==> src/rtl/avia_req_tx.sv <==
// avia_req_tx -- serial request transmitter with acknowledge and retry.
//
// Sends a 3-byte frame (0xA5 sync, {seat,flight} payload, sync^payload
// checksum) as UART-style characters: start 0, 8 data bits LSB first,
// even parity, stop 1, each bit held BIT_DIV cycles, bytes back-to-back.
// After the last stop bit it waits up to ACK_TIMEOUT cycles for ack_in.
// On timeout it resends the same frame up to RETRIES times, then gives up.
//
// Ports:
//   clk     system clock, rising edge
//   rst_n   asynchronous active-low reset
//   start   request strobe, only looked at while idle
//   flight  4-bit flight code, captured on start acceptance
//   seat    4-bit seat code, captured on start acceptance
//   ack_in  acknowledge level, synchronous to clk, only looked at in WAIT_ACK
//   tx      registered serial output, idle high
//   busy    high from start acceptance until back in IDLE
//   done    one-cycle pulse on acknowledge
//   error   one-cycle pulse when every attempt has timed out
module avia_req_tx #(
  parameter int BIT_DIV     = 434,
  parameter int ACK_TIMEOUT = 50000,
  parameter int RETRIES     = 3
) (
  input  logic       clk,
  input  logic       rst_n,
  input  logic       start,
  input  logic [3:0] flight,
  input  logic [3:0] seat,
  input  logic       ack_in,
  output logic       tx,
  output logic       busy,
  output logic       done,
  output logic       error
);

  typedef enum logic [2:0] {
    IDLE,
    START,
    DATA,
    PARITY,
    STOP,
    WAIT_ACK
  } state_t;

  localparam logic [7:0]  SYNC_BYTE = 8'hA5;
  // Counters are sized for the largest legal parameters so a single
  // period can never wrap.
  localparam logic [15:0] BIT_LAST  = 16'(BIT_DIV - 1);
  localparam logic [19:0] WAIT_LAST = 20'(ACK_TIMEOUT - 1);
  localparam logic [2:0]  RETRY_MAX = 3'(RETRIES);

  state_t      state_reg, state_next;
  logic [15:0] bit_cnt_reg, bit_cnt_next;
  logic [2:0]  bit_idx_reg, bit_idx_next;
  logic [1:0]  byte_idx_reg, byte_idx_next;
  logic [2:0]  retry_reg, retry_next;
  logic [19:0] wait_cnt_reg, wait_cnt_next;
  logic [7:0]  payload_reg, payload_next;
  logic        tx_reg, tx_next;
  logic        busy_reg, busy_next;
  logic        done_reg, done_next;
  logic        error_reg, error_next;

  logic [7:0] frame_byte [3];
  logic [2:0] frame_par;
  logic [7:0] cur_byte;
  logic       cur_par;
  logic       bit_end;

  assign frame_byte[0] = SYNC_BYTE;
  assign frame_byte[1] = payload_reg;
  assign frame_byte[2] = SYNC_BYTE ^ payload_reg;

  // Even parity: the parity bit makes the total count of ones even.
  genvar gi;
  generate
    for (gi = 0; gi < 3; gi++) begin : g_par
      assign frame_par[gi] = ^frame_byte[gi];
    end
  endgenerate

  always_comb begin
    cur_byte = frame_byte[2];
    cur_par  = frame_par[2];
    case (byte_idx_reg)
      2'd0: begin
        cur_byte = frame_byte[0];
        cur_par  = frame_par[0];
      end
      2'd1: begin
        cur_byte = frame_byte[1];
        cur_par  = frame_par[1];
      end
      default: begin
        cur_byte = frame_byte[2];
        cur_par  = frame_par[2];
      end
    endcase
  end

  assign bit_end = (bit_cnt_reg == BIT_LAST);

  always_ff @(posedge clk or negedge rst_n) begin
    if (!rst_n) begin
      state_reg    <= IDLE;
      bit_cnt_reg  <= '0;
      bit_idx_reg  <= '0;
      byte_idx_reg <= '0;
      retry_reg    <= '0;
      wait_cnt_reg <= '0;
      payload_reg  <= '0;
      tx_reg       <= 1'b1;
      busy_reg     <= 1'b0;
      done_reg     <= 1'b0;
      error_reg    <= 1'b0;
    end else begin
      state_reg    <= state_next;
      bit_cnt_reg  <= bit_cnt_next;
      bit_idx_reg  <= bit_idx_next;
      byte_idx_reg <= byte_idx_next;
      retry_reg    <= retry_next;
      wait_cnt_reg <= wait_cnt_next;
      payload_reg  <= payload_next;
      tx_reg       <= tx_next;
      busy_reg     <= busy_next;
      done_reg     <= done_next;
      error_reg    <= error_next;
    end
  end

  // tx_next is derived from the current state, so the line lags the state
  // register by one cycle: the start bit appears on the edge after the one
  // that accepts the request, and each bit still lasts BIT_DIV cycles.
  always_comb begin
    state_next    = state_reg;
    bit_cnt_next  = bit_cnt_reg;
    bit_idx_next  = bit_idx_reg;
    byte_idx_next = byte_idx_reg;
    retry_next    = retry_reg;
    wait_cnt_next = wait_cnt_reg;
    payload_next  = payload_reg;
    tx_next       = 1'b1;
    busy_next     = busy_reg;
    done_next     = 1'b0;
    error_next    = 1'b0;

    case (state_reg)
      IDLE: begin
        if (start) begin
          payload_next  = {seat, flight};
          busy_next     = 1'b1;
          retry_next    = '0;
          bit_cnt_next  = '0;
          bit_idx_next  = '0;
          byte_idx_next = '0;
          state_next    = START;
        end
      end

      START: begin
        tx_next = 1'b0;
        if (bit_end) begin
          bit_cnt_next = '0;
          bit_idx_next = '0;
          state_next   = DATA;
        end else begin
          bit_cnt_next = bit_cnt_reg + 16'd1;
        end
      end

      DATA: begin
        tx_next = cur_byte[bit_idx_reg];
        if (bit_end) begin
          bit_cnt_next = '0;
          if (bit_idx_reg == 3'd7) begin
            bit_idx_next = '0;
            state_next   = PARITY;
          end else begin
            bit_idx_next = bit_idx_reg + 3'd1;
          end
        end else begin
          bit_cnt_next = bit_cnt_reg + 16'd1;
        end
      end

      PARITY: begin
        tx_next = cur_par;
        if (bit_end) begin
          bit_cnt_next = '0;
          state_next   = STOP;
        end else begin
          bit_cnt_next = bit_cnt_reg + 16'd1;
        end
      end

      STOP: begin
        tx_next = 1'b1;
        if (bit_end) begin
          bit_cnt_next = '0;
          if (byte_idx_reg == 2'd2) begin
            byte_idx_next = '0;
            wait_cnt_next = '0;
            state_next    = WAIT_ACK;
          end else begin
            byte_idx_next = byte_idx_reg + 2'd1;
            state_next    = START;
          end
        end else begin
          bit_cnt_next = bit_cnt_reg + 16'd1;
        end
      end

      WAIT_ACK: begin
        tx_next = 1'b1;
        // Acknowledge is tested first so it wins over a coincident timeout.
        if (ack_in) begin
          done_next     = 1'b1;
          busy_next     = 1'b0;
          wait_cnt_next = '0;
          state_next    = IDLE;
        end else if (wait_cnt_reg == WAIT_LAST) begin
          wait_cnt_next = '0;
          if (retry_reg < RETRY_MAX) begin
            retry_next    = retry_reg + 3'd1;
            bit_cnt_next  = '0;
            bit_idx_next  = '0;
            byte_idx_next = '0;
            state_next    = START;
          end else begin
            error_next = 1'b1;
            busy_next  = 1'b0;
            state_next = IDLE;
          end
        end else begin
          wait_cnt_next = wait_cnt_reg + 20'd1;
        end
      end

      default: begin
        state_next = IDLE;
        busy_next  = 1'b0;
      end
    endcase
  end

  assign tx    = tx_reg;
  assign busy  = busy_reg;
  assign done  = done_reg;
  assign error = error_reg;

endmodule

==> config.mk <==
export PLATFORM = sky130hd
export DESIGN_NAME = avia_req_tx
export DESIGN_NICKNAME = d
export VERILOG_FILES = /design/src/rtl/avia_req_tx.sv
export SDC_FILE = /design/constraint.sdc
export NUM_CORES = 1
export LEC_CHECK = 0
export ABC_CLOCK_PERIOD_IN_PS = 3100
export BUFFER_PORTS_ARGS = -buffer_cell sky130_fd_sc_hd__buf_2
export CORE_UTILIZATION = 50
export CTS_CLUSTER_DIAMETER = 120
export DETAILED_ROUTE_END_ITERATION = 8
export GPL_TIMING_DRIVEN = 0
export PLACE_DENSITY_LB_ADDON = 0.2
export SLEW_MARGIN = 20
export SYNTH_ARGS = -nofsm -noshare
export SYNTH_HDL_FRONTEND = slang
export SYNTH_SLANG_ARGS = --single-unit
==> constraint.sdc <==
create_clock -name clk -period 3.1 [get_ports clk]
set_input_delay 0.465 -clock clk [delete_from_list [all_inputs] [get_ports clk]]
set_output_delay 0.465 -clock clk [all_outputs]
set_load 0.05 [all_outputs]
==> results.cfg <==
[timing]
final.setup.tns_ps = 0
setup_viol_count_final = 0
tightestPinTransition_ps = 730
rsz0062_at_grt = no
slew_headroom = 0.513
drv_slew = 0
hold_violations = 0
final.period_utilization = 0.800
finClkSkew_ps = 9.14
fmax_ghz = 0.403
min_period_ps = 2480

[global_route]
grt_pass1_vias = 2796
grt_pass1_wl_um = 13100
grt-ovfl-total = 0
gr-usage-all-layers = 0.230
antenna_found_initial = 0
grt_max_degree = 60

[die]
die_width_um = 84.4
core_area_um2 = 6460
placementRows = 29
io_pins = 16
initial_core_util = 0.526
die_y_um = 84.4
dieArea_um2 = 7130

[worst_setup_path]
critPathSlowestCell = or4bb_1
slowest_delay_ps = 520
cp.arrival_ps = 2690
cp-endpoint = wait_cnt_reg[11]
worstReg2RegStart = bit_cnt_reg[1]
path_class = reg2reg
r2r_slack_ps = 620
endpoint_kind = flip-flop
cp.required_ps = 3310
timing.rr.end = wait_cnt_reg[11]
start_kind = flip-flop
path_cells = inv_1, ha_1, or4bb_1, nor4_4, nand3_1, nand2_1, buf_4, a31oi_1
cp_max_fo = 10
critPathLaunch = bit_cnt_reg[1]
reg2regPathDepth = 8

[clock_tree]
clockBufferDepth = 2
cts_repair_resize_count = 0
clk_pin_slew_ps = 70
clk_latency_ps = 340
cts_hold_buf = 0
clock-root-buffer = clkbuf_8
cts_setup_buffers = 0
h-tree-depth = 3
cts.sinks = 59
cts_tree = done
numCtsBuffers = 9

[final_layout]
mostFrequentLayoutCells = dfrtp_1 (58), nand2_1 (35), a31oi_1 (29)
diodes = 0
area_growth_pct = 10.8
drive_gt1_frac = 0.145
mostFrequentLayoutCell = dfrtp_1
utilization = 0.583
largest_reg_flops = 20
fin_nets = 407

[logic_synthesis]
synth_area_leaders = dfrtp_1 (43%), a31oi_1 (5.3%), nand2_1 (3.9%)
synth_edf_count = 0
synthArstFlopShare = 1.00
synthesis.area_um2 = 3400
avgSynthCellArea_um2 = 9.36
yosysTopAreaCell = dfrtp_1
ys_types = 60
syn_nets = 381
synthCells = 363
ys.warnings.count = 0
yosysSeqAreaShare = 0.435
synth_ff_type = dfrtp_1
synth-seq-cells = 59
synth_top_area_frac = 0.427

[pwr]
p_total_mw = 1.53
ir_worst_vdd_v = 0.000216
power_density_nw_per_um2 = 407
p_leak_nw = 1.63

[drt]
num_vias = 2900
wirelength_um = 7530
wl_met3_um = 270
routedWlPerCell_um = 16.0
wl_met2_um = 3460
ant_nets = 0
highest_layer = met4
wl_met1_um = 3700
drt-initial-drc-count = 150
viasPerCell = 6.17
drc_errors = 0
drtPass1Iterations = 4

[place]
port_buffers = 15
gp_congestion = 0.804
dp_hpwl_um = 5150

[job]
max_cap_violations = 0

[hold_path]
hold_path_class = in2async

[outcome]
status = complete, no violations
[how the worst min path moves through the flow]
stage	startpoint	to	slack, ps	cells after the start
after floorplan	rst_n	bit_cnt_reg[0]	170	0
after global placement	bit_cnt_reg[7]	bit_cnt_reg[7]	490	1
after detailed placement	wait_cnt_reg[9]	wait_cnt_reg[9]	490	1
after CTS	rst_n	bit_cnt_reg[6]	220	1
after global routing	rst_n	bit_cnt_reg[5]	260	1
final	rst_n	bit_cnt_reg[4]	180	1
[synthesized netlist by cell type, types with 4 or more instances]
cell type  instances
dfrtp_1           58
nand2_1           35
a31oi_1           29
a21oi_1           21
o21ai_0           20
nand3_1           18
nor2_1            18
clkbuf_1          12
mux2_2            11
and3_1             9
a41oi_1            8
xnor2_1            8
nand2b_1           7
and2_1             6
ha_1               6
or3_1              6
a22o_1             5
and4_1             5
inv_1              5
nor3_1             5
buf_2              4
nand4_1            4
nor2b_1            4
nor4_1             4
o31ai_1            4
[routing by layer]
metal  track usage  vias to the layer above
met5             0                        -
met4         0.100                        0
met3        0.0462                        9
met2         0.359                       57
met1         0.313                     1399
li1              -                     1435
[where the power goes]
part / internal (mW) / switching, mW
combinational: 0.0213 / 0.0271
sequential: 0.775 / 0.00478
clock: 0.410 / 0.294
[worst max-delay path, delay by kind of cell (launching register included)]
family / cells / cell delay [ps]
buffers and inverters: 2 / 300
and+or+nand+nor: 4 / 1400
AOI/OAI and AO/OA: 1 / 100
DFF: 1 / 410
adders and majority gates: 1 / 130
[cell type report]
class | count | area (um2)
buffer | 22 | 106
clock buffer | 13 | 159
clock inverter | 2 | 35.0
fill | 575 | 2690
inverter | 5 | 18.8
multi-input combinational | 277 | 1790
sequential | 59 | 1480
tap | 77 | 96.3
timing repair buffer | 15 | 77.6
[kinds of logic after synthesis]
group,Yosys count,synth area share
buffers and inverters,27,0.0368
AND/OR/NAND/NOR,137,0.224
XOR/XNOR,9,0.0232
multiplexers,15,0.0486
AO/OA/AOI/OAI,110,0.210
flip-flops,59,0.435
adder cells (fa/ha/maj),6,0.0221
[per-stage QoR]
stage	hold slack, ps	instances	cell area, um2	setup WS [ps]
floorplan	169	363	3400	956
detailed placement	493	455	3570	621
global placement	487	455	3570	613
finish	177	470	3760	620
CTS	218	470	3760	616
global route	257	470	3760	483
Power figures use the tool's default switching activity.
